File: config.mk
export PLATFORM = sky130hd
export DESIGN_NAME = cpu_dbg_ctrl
export DESIGN_NICKNAME = d
export VERILOG_FILES = /design/src/rtl/cpu_dbg_ctrl.sv
export SDC_FILE = /design/constraint.sdc
export NUM_CORES = 1
export LEC_CHECK = 0
export CAP_MARGIN = 25
export CORE_MARGIN = 10
export CORE_UTILIZATION = 40
export CTS_BUF_LIST = sky130_fd_sc_hd__clkbuf_16
export DETAILED_ROUTE_END_ITERATION = 6
export PLACE_DENSITY = 0.66
export SLEW_MARGIN = 25
export SYNTH_ARGS = -nofsm -noshare
export SYNTH_HDL_FRONTEND = slang
export SYNTH_SLANG_ARGS = --single-unit
File: constraint.sdc
create_clock -name clk -period 8.1 [get_ports clk]
set_input_delay 1.62 -clock clk [delete_from_list [all_inputs] [get_ports clk]]
set_output_delay 1.62 -clock clk [all_outputs]
set_load 0.005 [all_outputs]
File: src/rtl/cpu_dbg_ctrl.sv
// CPU debug controller: register-mapped program loader, run/halt/step control
// with a PC breakpoint, and an AXI-Stream dump of the PC and CPU registers.
module cpu_dbg_ctrl #(
   parameter int CODE_ADDR_WIDTH = 10,
   parameter int DATA_WIDTH      = 32,
   parameter int NUM_DUMP_REGS   = 4,
   parameter int STEP_WIDTH      = 16,
   parameter int BOOT_RUN        = 1
) (
   input  logic                                  clk,
   input  logic                                  rst,
   input  logic [3:0]                            reg_addr,
   input  logic [31:0]                           reg_data,
   input  logic                                  reg_strb,
   input  logic                                  fetch_strb,
   input  logic [CODE_ADDR_WIDTH-1:0]            fetch_pc,
   input  logic [NUM_DUMP_REGS*DATA_WIDTH-1:0]   dump_regs,
   output logic                                  programming,
   output logic                                  cpu_run,
   output logic [CODE_ADDR_WIDTH-1:0]            inst_mem_wr_addr,
   output logic                                  inst_mem_wr_en,
   output logic [3:0]                            jmp_off_wr_addr,
   output logic                                  jmp_off_wr_en,
   output logic [3:0]                            imm_wr_addr,
   output logic                                  imm_wr_en,
   output logic [DATA_WIDTH-1:0]                 dbg_TDATA,
   output logic                                  dbg_TVALID,
   input  logic                                  dbg_TREADY,
   output logic                                  dbg_TLAST
);

   localparam int BEAT_W = (NUM_DUMP_REGS < 1) ? 1 : $clog2(NUM_DUMP_REGS + 1);
   localparam logic [BEAT_W-1:0] LAST_BEAT = BEAT_W'(NUM_DUMP_REGS);

   typedef enum logic [1:0] {S_RUN, S_HALT, S_STEP, S_DUMP} state_t;

   state_t                              state;
   logic [STEP_WIDTH-1:0]               steps_left;
   logic [CODE_ADDR_WIDTH-1:0]          bkpt_addr;
   logic [CODE_ADDR_WIDTH-1:0]          last_pc;
   logic [CODE_ADDR_WIDTH-1:0]          pc_now;
   logic                                bkpt_en;
   logic                                auto_dump;
   logic [BEAT_W-1:0]                   beat_idx;
   logic [NUM_DUMP_REGS*DATA_WIDTH-1:0] snap_regs;
   logic [DATA_WIDTH-1:0]               next_word;
   logic wr_prog, wr_inst, wr_jmp, wr_imm, wr_mode, wr_step, wr_bkpt, wr_dump;
   logic running, bkpt_hit, step_done, dump_enter, beat_adv, beat_last;
   logic unused_reg_data;

   assign wr_prog = reg_strb && (reg_addr == 4'd0);
   assign wr_inst = reg_strb && (reg_addr == 4'd1);
   assign wr_jmp  = reg_strb && (reg_addr == 4'd2);
   assign wr_imm  = reg_strb && (reg_addr == 4'd3);
   assign wr_mode = reg_strb && (reg_addr == 4'd4);
   assign wr_step = reg_strb && (reg_addr == 4'd5);
   assign wr_bkpt = reg_strb && (reg_addr == 4'd6);
   assign wr_dump = reg_strb && (reg_addr == 4'd7);

   assign inst_mem_wr_en = wr_inst && programming;
   assign jmp_off_wr_en  = wr_jmp && programming;
   assign imm_wr_en      = wr_imm && programming;

   assign running    = (state == S_RUN) || (state == S_STEP);
   assign cpu_run    = running && !programming;
   assign bkpt_hit   = running && fetch_strb && bkpt_en && (fetch_pc == bkpt_addr);
   assign step_done  = (state == S_STEP) && fetch_strb && (steps_left == STEP_WIDTH'(1));
   assign dump_enter = !wr_prog && ((bkpt_hit && auto_dump) || ((state == S_HALT) && wr_dump));
   assign beat_adv   = (state == S_DUMP) && dbg_TVALID && dbg_TREADY && !wr_prog;
   assign beat_last  = (beat_idx == LAST_BEAT);
   // The PC reported is that of the instruction fetched in the entry cycle, if any.
   assign pc_now     = fetch_strb ? fetch_pc : last_pc;
   assign unused_reg_data = ^reg_data;

   always_comb begin
      next_word = '0;
      for (int i = 0; i < NUM_DUMP_REGS; i++) begin
         if (beat_idx == BEAT_W'(i)) next_word = snap_regs[i*DATA_WIDTH +: DATA_WIDTH];
      end
   end

   always_ff @(posedge clk) begin
      if (rst) begin
         state            <= (BOOT_RUN != 0) ? S_RUN : S_HALT;
         programming      <= 1'b0;
         inst_mem_wr_addr <= '0;
         jmp_off_wr_addr  <= '0;
         imm_wr_addr      <= '0;
         steps_left       <= '0;
         bkpt_addr        <= '0;
         bkpt_en          <= 1'b0;
         auto_dump        <= 1'b0;
         last_pc          <= '0;
         beat_idx         <= '0;
         dbg_TVALID       <= 1'b0;
         dbg_TLAST        <= 1'b0;
      end else begin
         if (fetch_strb) last_pc <= fetch_pc;
         if (wr_prog) begin
            programming      <= reg_data[0];
            inst_mem_wr_addr <= '0;
            jmp_off_wr_addr  <= '0;
            imm_wr_addr      <= '0;
            state            <= S_HALT;
            dbg_TVALID       <= 1'b0;
            dbg_TLAST        <= 1'b0;
         end else begin
            if (inst_mem_wr_en) inst_mem_wr_addr <= inst_mem_wr_addr + 1'b1;
            if (jmp_off_wr_en)  jmp_off_wr_addr  <= jmp_off_wr_addr + 1'b1;
            if (imm_wr_en)      imm_wr_addr      <= imm_wr_addr + 1'b1;
            if (wr_bkpt && (state != S_DUMP)) begin
               bkpt_addr <= reg_data[CODE_ADDR_WIDTH-1:0];
               bkpt_en   <= reg_data[31];
               auto_dump <= reg_data[30];
            end
            case (state)
               S_RUN, S_STEP: begin
                  if ((state == S_STEP) && fetch_strb) steps_left <= steps_left - 1'b1;
                  if (bkpt_hit)       state <= auto_dump ? S_DUMP : S_HALT;
                  else if (step_done) state <= S_HALT;
                  else if (wr_mode)   state <= reg_data[0] ? S_RUN : S_HALT;
               end
               S_HALT: begin
                  if (wr_mode) begin
                     state <= reg_data[0] ? S_RUN : S_HALT;
                  end else if (wr_step && (reg_data[STEP_WIDTH-1:0] != '0)) begin
                     steps_left <= reg_data[STEP_WIDTH-1:0];
                     state      <= S_STEP;
                  end else if (wr_dump) begin
                     state <= S_DUMP;
                  end
               end
               default: begin
                  if (beat_adv) begin
                     if (beat_last) begin
                        dbg_TVALID <= 1'b0;
                        dbg_TLAST  <= 1'b0;
                        state      <= S_HALT;
                     end else begin
                        beat_idx  <= beat_idx + 1'b1;
                        dbg_TLAST <= (beat_idx == LAST_BEAT - 1'b1);
                     end
                  end
               end
            endcase
            if (dump_enter) begin
               dbg_TVALID <= 1'b1;
               dbg_TLAST  <= (NUM_DUMP_REGS == 0);
               beat_idx   <= '0;
            end
         end
      end
   end

   // Dump datapath: snapshot on entry, then walk the snapshot one beat per handshake.
   always_ff @(posedge clk) begin
      if (dump_enter) begin
         snap_regs <= dump_regs;
         dbg_TDATA <= DATA_WIDTH'(pc_now);
      end else if (beat_adv && !beat_last) begin
         dbg_TDATA <= next_word;
      end
   end

endmodule

-- Word-level counts from Yosys, hierarchy flattened
Cells that the tools add are included.
- bits in registers: 224
- output and inout bits: 57
- word-level logic and storage cells: 136
- add/subtract/negate cells: 5
- eq/ne operators: 26
- muxes and demuxes: 32
- bitwise operators: 2
- reduce and logical (&&, ||, !) cells: 54
- operators with widths (cell ; count):
    32-bit two-way mux ; 4
    16-bit two-way mux ; 3
    16-bit one-hot mux with 2 select lines ; 1
    10-bit two-way mux ; 3
    1-bit logical AND ; 26
    2-bit two-way mux ; 9
    16-bit by 1-bit == test with 1-bit output, second input constant ; 1
    4-bit by 3-bit == test with 1-bit output, second input constant ; 4
    16-bit nonzero test ; 1
    16-bit by 1-bit subtractor with 16-bit output, second input constant ; 1
    3-bit two-way mux ; 4
    4-bit AND reduction ; 3
    10-bit by 1-bit adder with 10-bit output, second input constant ; 1
    10-bit == test ; 1
    4-bit by 1-bit adder with 4-bit output, second input constant ; 2
    4-bit by 2-bit == test with 1-bit output, second input constant ; 2
    2-bit inequality test, second input constant ; 4
    2-bit nonzero test ; 4
    4-bit nonzero test ; 2
    1-bit two-way mux ; 7
    3-bit by 2-bit == test with 1-bit output, second input constant ; 2
    3-bit nonzero test ; 2
    3-bit OR reduction ; 2
    5-bit by 4-bit inequality test with 1-bit output, second input constant ; 1
    21 further kinds ; 29

-- Longest topological paths before layout
- word-level depth: 10
- depth in mapped cells: 9
- gate-level depth less buffers: 7

-- Worst setup path after synthesis
OpenSTA, ideal clock, no wires.
- kind: input port to flip-flop
- from: input port fetch_pc[3]
- to: register snap_regs[0], enable pin
- library setup time: 433 ps
- arrival time: 4170 ps
- data required time: 7667 ps
- slack: 3497 ps
- cell stages on the path: 6
- cell sequence: xnor2_1 > nand3_1 > nor4_4 > o21a_1 > buf_2 > buf_2
- cells in the longest elaborated chain, start to end: 5
- ends and longest elaborated chain (what ; line ; RTL):
    start: declaration ; 16 ; input logic [CODE_ADDR_WIDTH-1:0] fetch_pc,
    10-bit == test ; 66 ; assign bkpt_hit = running && fetch_strb && bkpt_en && (fetch_pc == bkpt_addr);
    1-bit logical AND ; 66 ;
    1-bit logical AND ; 68 ; assign dump_enter = !wr_prog && ((bkpt_hit && auto_dump) || ((state == S_HALT) && wr_dump));
    1-bit logical OR ; 68 ;
    1-bit logical AND ; 68 ;
    via dump_enter ; 48 ; logic running, bkpt_hit, step_done, dump_enter, beat_adv, beat_last;
    end signal: assignment ; 158 ; snap_regs <= dump_regs;
    end: declaration ; 45 ; logic [NUM_DUMP_REGS*DATA_WIDTH-1:0] snap_regs;
The timed path passes the listed nets, and every way through them passes these cells.
A chain may end at the register's enable or synchronous reset.

-- Worst setup path after layout
- from: input port reg_strb
- to: output port inst_mem_wr_en
- cells in the longest elaborated chain, start to end: 2
- ends and longest elaborated chain (what ; line ; RTL):
    start: declaration ; 14 ; input logic reg_strb,
    1-bit logical AND ; 52 ; assign wr_inst = reg_strb && (reg_addr == 4'd1);
    1-bit logical AND ; 60 ; assign inst_mem_wr_en = wr_inst && programming;
    end: declaration ; 21 ; output logic inst_mem_wr_en,
No other way between the ends.

==> results.md <==
- Drt initial violations: 502
- Pre-CTS setup slack: 2.704 ns
- Final net count: 1,157
- WP buf/inv: 2
- Final hold slack: 0.4650 ns
- Post-route setup slack: 2.736 ns
- Worst r2r path cells: 5
- All-Layer GR Usage: 0.1653
- Drc violations: 0
- Global-route wire length before repair: 38,660 µm
- Crit path max fanout: 10
- Drt wl/cell: 19.80 µm
- Peak per-stage delay on the critical path: 0.59 ns
- EDFF count, synth: 138
- Drt total wl: 25,180 µm
- Status: finished clean
- GP Congestion: 0.8240
- Crit Reg-Reg Startpoint: state[0]
- Critical-path top delay cell: clkdlybuf4s50_1
- Area delta synth->final: 34.80%
- Port Buffer Count: 221
- Share of post-route cells with drive strength above 1: 0.06890
- Lkg Pwr: 4.364 nW
- Unique masters post-synth: 62
- Die H: 171.8 µm
- CTS max path bufs: 3
- Highest routed layer: met5
- DIE WIDTH: 171.8 µm
- Largest net degree at the start of global routing: 120
- Worst-path clk slew: 0.06 ns
- Relative slew slack: 0.3605
- Setup repair bufs after CTS: 0
- Mapped Nets: 957
- Post-route non-filler standard cell count: 1,272
- Drt first pass iters: 5
- DRT met1 WL: 9975 µm
- Final period utilization: 0.6623
- RSZ-0062 raised after global routing: false
- TritonCTS Buffers: 25
- Crit end category: output pin
- Crit start category: input port
- Metal2 WL: 12,360 µm
- Combined area of the multi-input logic cells: 3094 µm²
- Hold-fix buffers, CTS: 0
- Rows: 55
- CP arrival: 3.74 ns
- Fillers: 1,922
- Post-route ant nets: 0
- Register area: 5866 µm²
- Most used cell, CP: clkdlybuf4s50_1
- Inst Count DP: 1,226
- Top delay family on crit path: simple AND/OR/NAND/NOR gates
- Min-delay worst type: reg -> reg
- Gr ovfl total: 0
- Synth Cell Area: 9223 µm²
- Main flop type after synthesis: edfxtp_1
- Max Cap Viol: 0
- Root buffer cell: clkbuf_16
- Top Ports: 236
- FMAX: 186.4 MHz
- Post-synthesis register bit count: 224
- Worst EP required: 6.48 ns
- Critical Path Source: reg_strb
- Syn Inst Count: 768
- Final Skew: 0.01763 ns
- RR Endpoint: snap_regs[24]
- Dpl hpwl: 17,390 µm
- Path type of the worst setup path: in -> out
- Worst Hold End: dbg_TDATA[24]
- Most common cell in the synthesized netlist: edfxtp_1
- Die area: 29,530 µm²
- Antenna violations before repair: 2
- Via count: 6,809
- Ys async rst share: 0
- Number of global-route vias before repair: 6,972
- Resized cells post-CTS: 0
- Critical-path cell list: clkdlybuf4s50_1, nor3b_1, and3_1, clkdlybuf4s50_1
- Post-Synthesis Mean Instance Area: 12.01 µm²
- Slew of the pin with the lowest slew margin: 0.9569 ns
- Reg2Reg Setup Slack: 5.08 ns
- Top post-synthesis cells by area: edfxtp_1 (45%), dfxtp_1 (19%), mux2i_1 (3.9%), nor2_1 (3.7%), a221oi_1 (3.0%)
- Setup-failing EPs final: 0
- Met3 wire len: 2465 µm
- H-tree depth: 1
- Worst vdd ir: 0.1628 mV
- Cells on Worst Hold Path: 2
- Sequential area share after synthesis: 0.6360
- Pwr Total: 2.539 mW
- Min-delay src: dbg_TDATA[24]
- Top cell type's share of synthesized area: 0.4493
- Via density: 5.353
- TNS Setup: 0 ns
- Most frequent cells after synthesis: edfxtp_1 (138), nor2_1 (91), dfxtp_1 (86)
- Total core area: 22,640 µm²
- Synth Warn #: 0
- CTS tree: yes
- CTS sink cnt: 224
- PD cells: 204.2 nW/µm²
- Min Tclk post-route: 5.364 ns
- Initial Util: 0.4074
- Worst skew pair latency: 0.52 ns
- Final count of pins violating max slew: 0
- Dominant cell type by area after synthesis: edfxtp_1
- N_diodes: 0
- Number of hold violations in the final report: 0
flip-flops by register name, indices dropped and copies added (netlist names):
signal,cells
auto_dump,1
state,2
last_pc,10
dbg_TVALID,1
beat_idx,3
dbg_TLAST,1
imm_wr_addr,4
inst_mem_wr_addr,10
steps_left,16
programming,1
jmp_off_wr_addr,4
bkpt_addr,10
snap_regs,128
bkpt_en,1
dbg_TDATA,32
placed cells by master, fill, tap and decap left out, drive strengths merged, types with 3 or more instances in the layout:
cell type / count
clkdlybuf4s50: 221
edfxtp: 138
nor2: 91
dfxtp: 86
a21oi: 53
nor3: 43
nand2: 41
mux2i: 36
a221oi: 33
clkbuf: 25
o22ai: 22
inv: 22
xnor2: 16
nor4: 12
o311ai: 12
o41ai: 11
o21ai: 10
ha: 10
buf: 10
nand4: 9
xor2: 9
nand3: 8
and3: 6
a22oi: 5
nor2b: 5
clkinv: 5
and4: 4
and2: 4
nor3b: 3
nand2b: 3
or4: 3
a31oi: 3
worst min-delay path, delay by kind of cell (launching register included):
kind	cells	cell delay (ns)
and+or+nand+nor	1	0.05
AOI/OAI and AO/OA	1	0.06
DFF	1	0.30
per-stage QoR:
| stage | area [µm²] | util |
|---|---|---|
| 6_report | 12430 | 0.5491 |
| 5_1_grt | 12430 | 0.5491 |
| 4_1_cts | 12430 | 0.5491 |
| 3_5_place_dp | 11650 | 0.5146 |
| 3_3_place_gp | 11650 | 0.5146 |
| 2_1_floorplan | 9223 | - |
where the power goes:
| group | internal [mW] | leakage (nW) | switching (mW) |
|---|---|---|---|
| Sequential | 1.22 | 1.94 | 0.0108 |
| Clock | 0.627 | 0.420 | 0.453 |
| Combinational | 0.127 | 2.01 | 0.101 |
final cells by class:
class,count,share of cell area
Clock buffer,25,0.05032
Clock inverter,21,0.01258
Inverter,9,0.002717
Multi-Input combinational cell,477,0.2489
Sequential cell,224,0.4718
Tap cell,285,0.02868
Timing Repair Buffer,231,0.1850
worst max-delay path by stage:
stage                      to  cells after the start  slack, ns
4_1_cts        inst_mem_wr_en                      4       2.71
5_1_grt        inst_mem_wr_en                      4       2.57
6_report       inst_mem_wr_en                      4       2.74
3_3_place_gp   inst_mem_wr_en                      4       2.71
2_1_floorplan    snap_regs[0]                      6       3.50
3_5_place_dp   inst_mem_wr_en                      4       2.70
per-layer routing:
metal	global-route usage	up-vias
met4	0.03711	2
met1	0.1948	3236
met5	0	-
met3	0.06509	33
met2	0.2783	224
li1	-	3314
kinds of logic after synthesis:
logic type / count (synthesis) / synth area share
adders and majority gates: 10 / 0.01357
AOI/OAI and AO/OA: 163 / 0.1239
xor gates and xnor gates: 25 / 0.02374
muxes: 36 / 0.03907
buffers and inverters: 67 / 0.03188
and+or+nand+nor: 243 / 0.1319
DFF: 224 / 0.6360
Note: power is estimated with default switching activity, not from simulation.
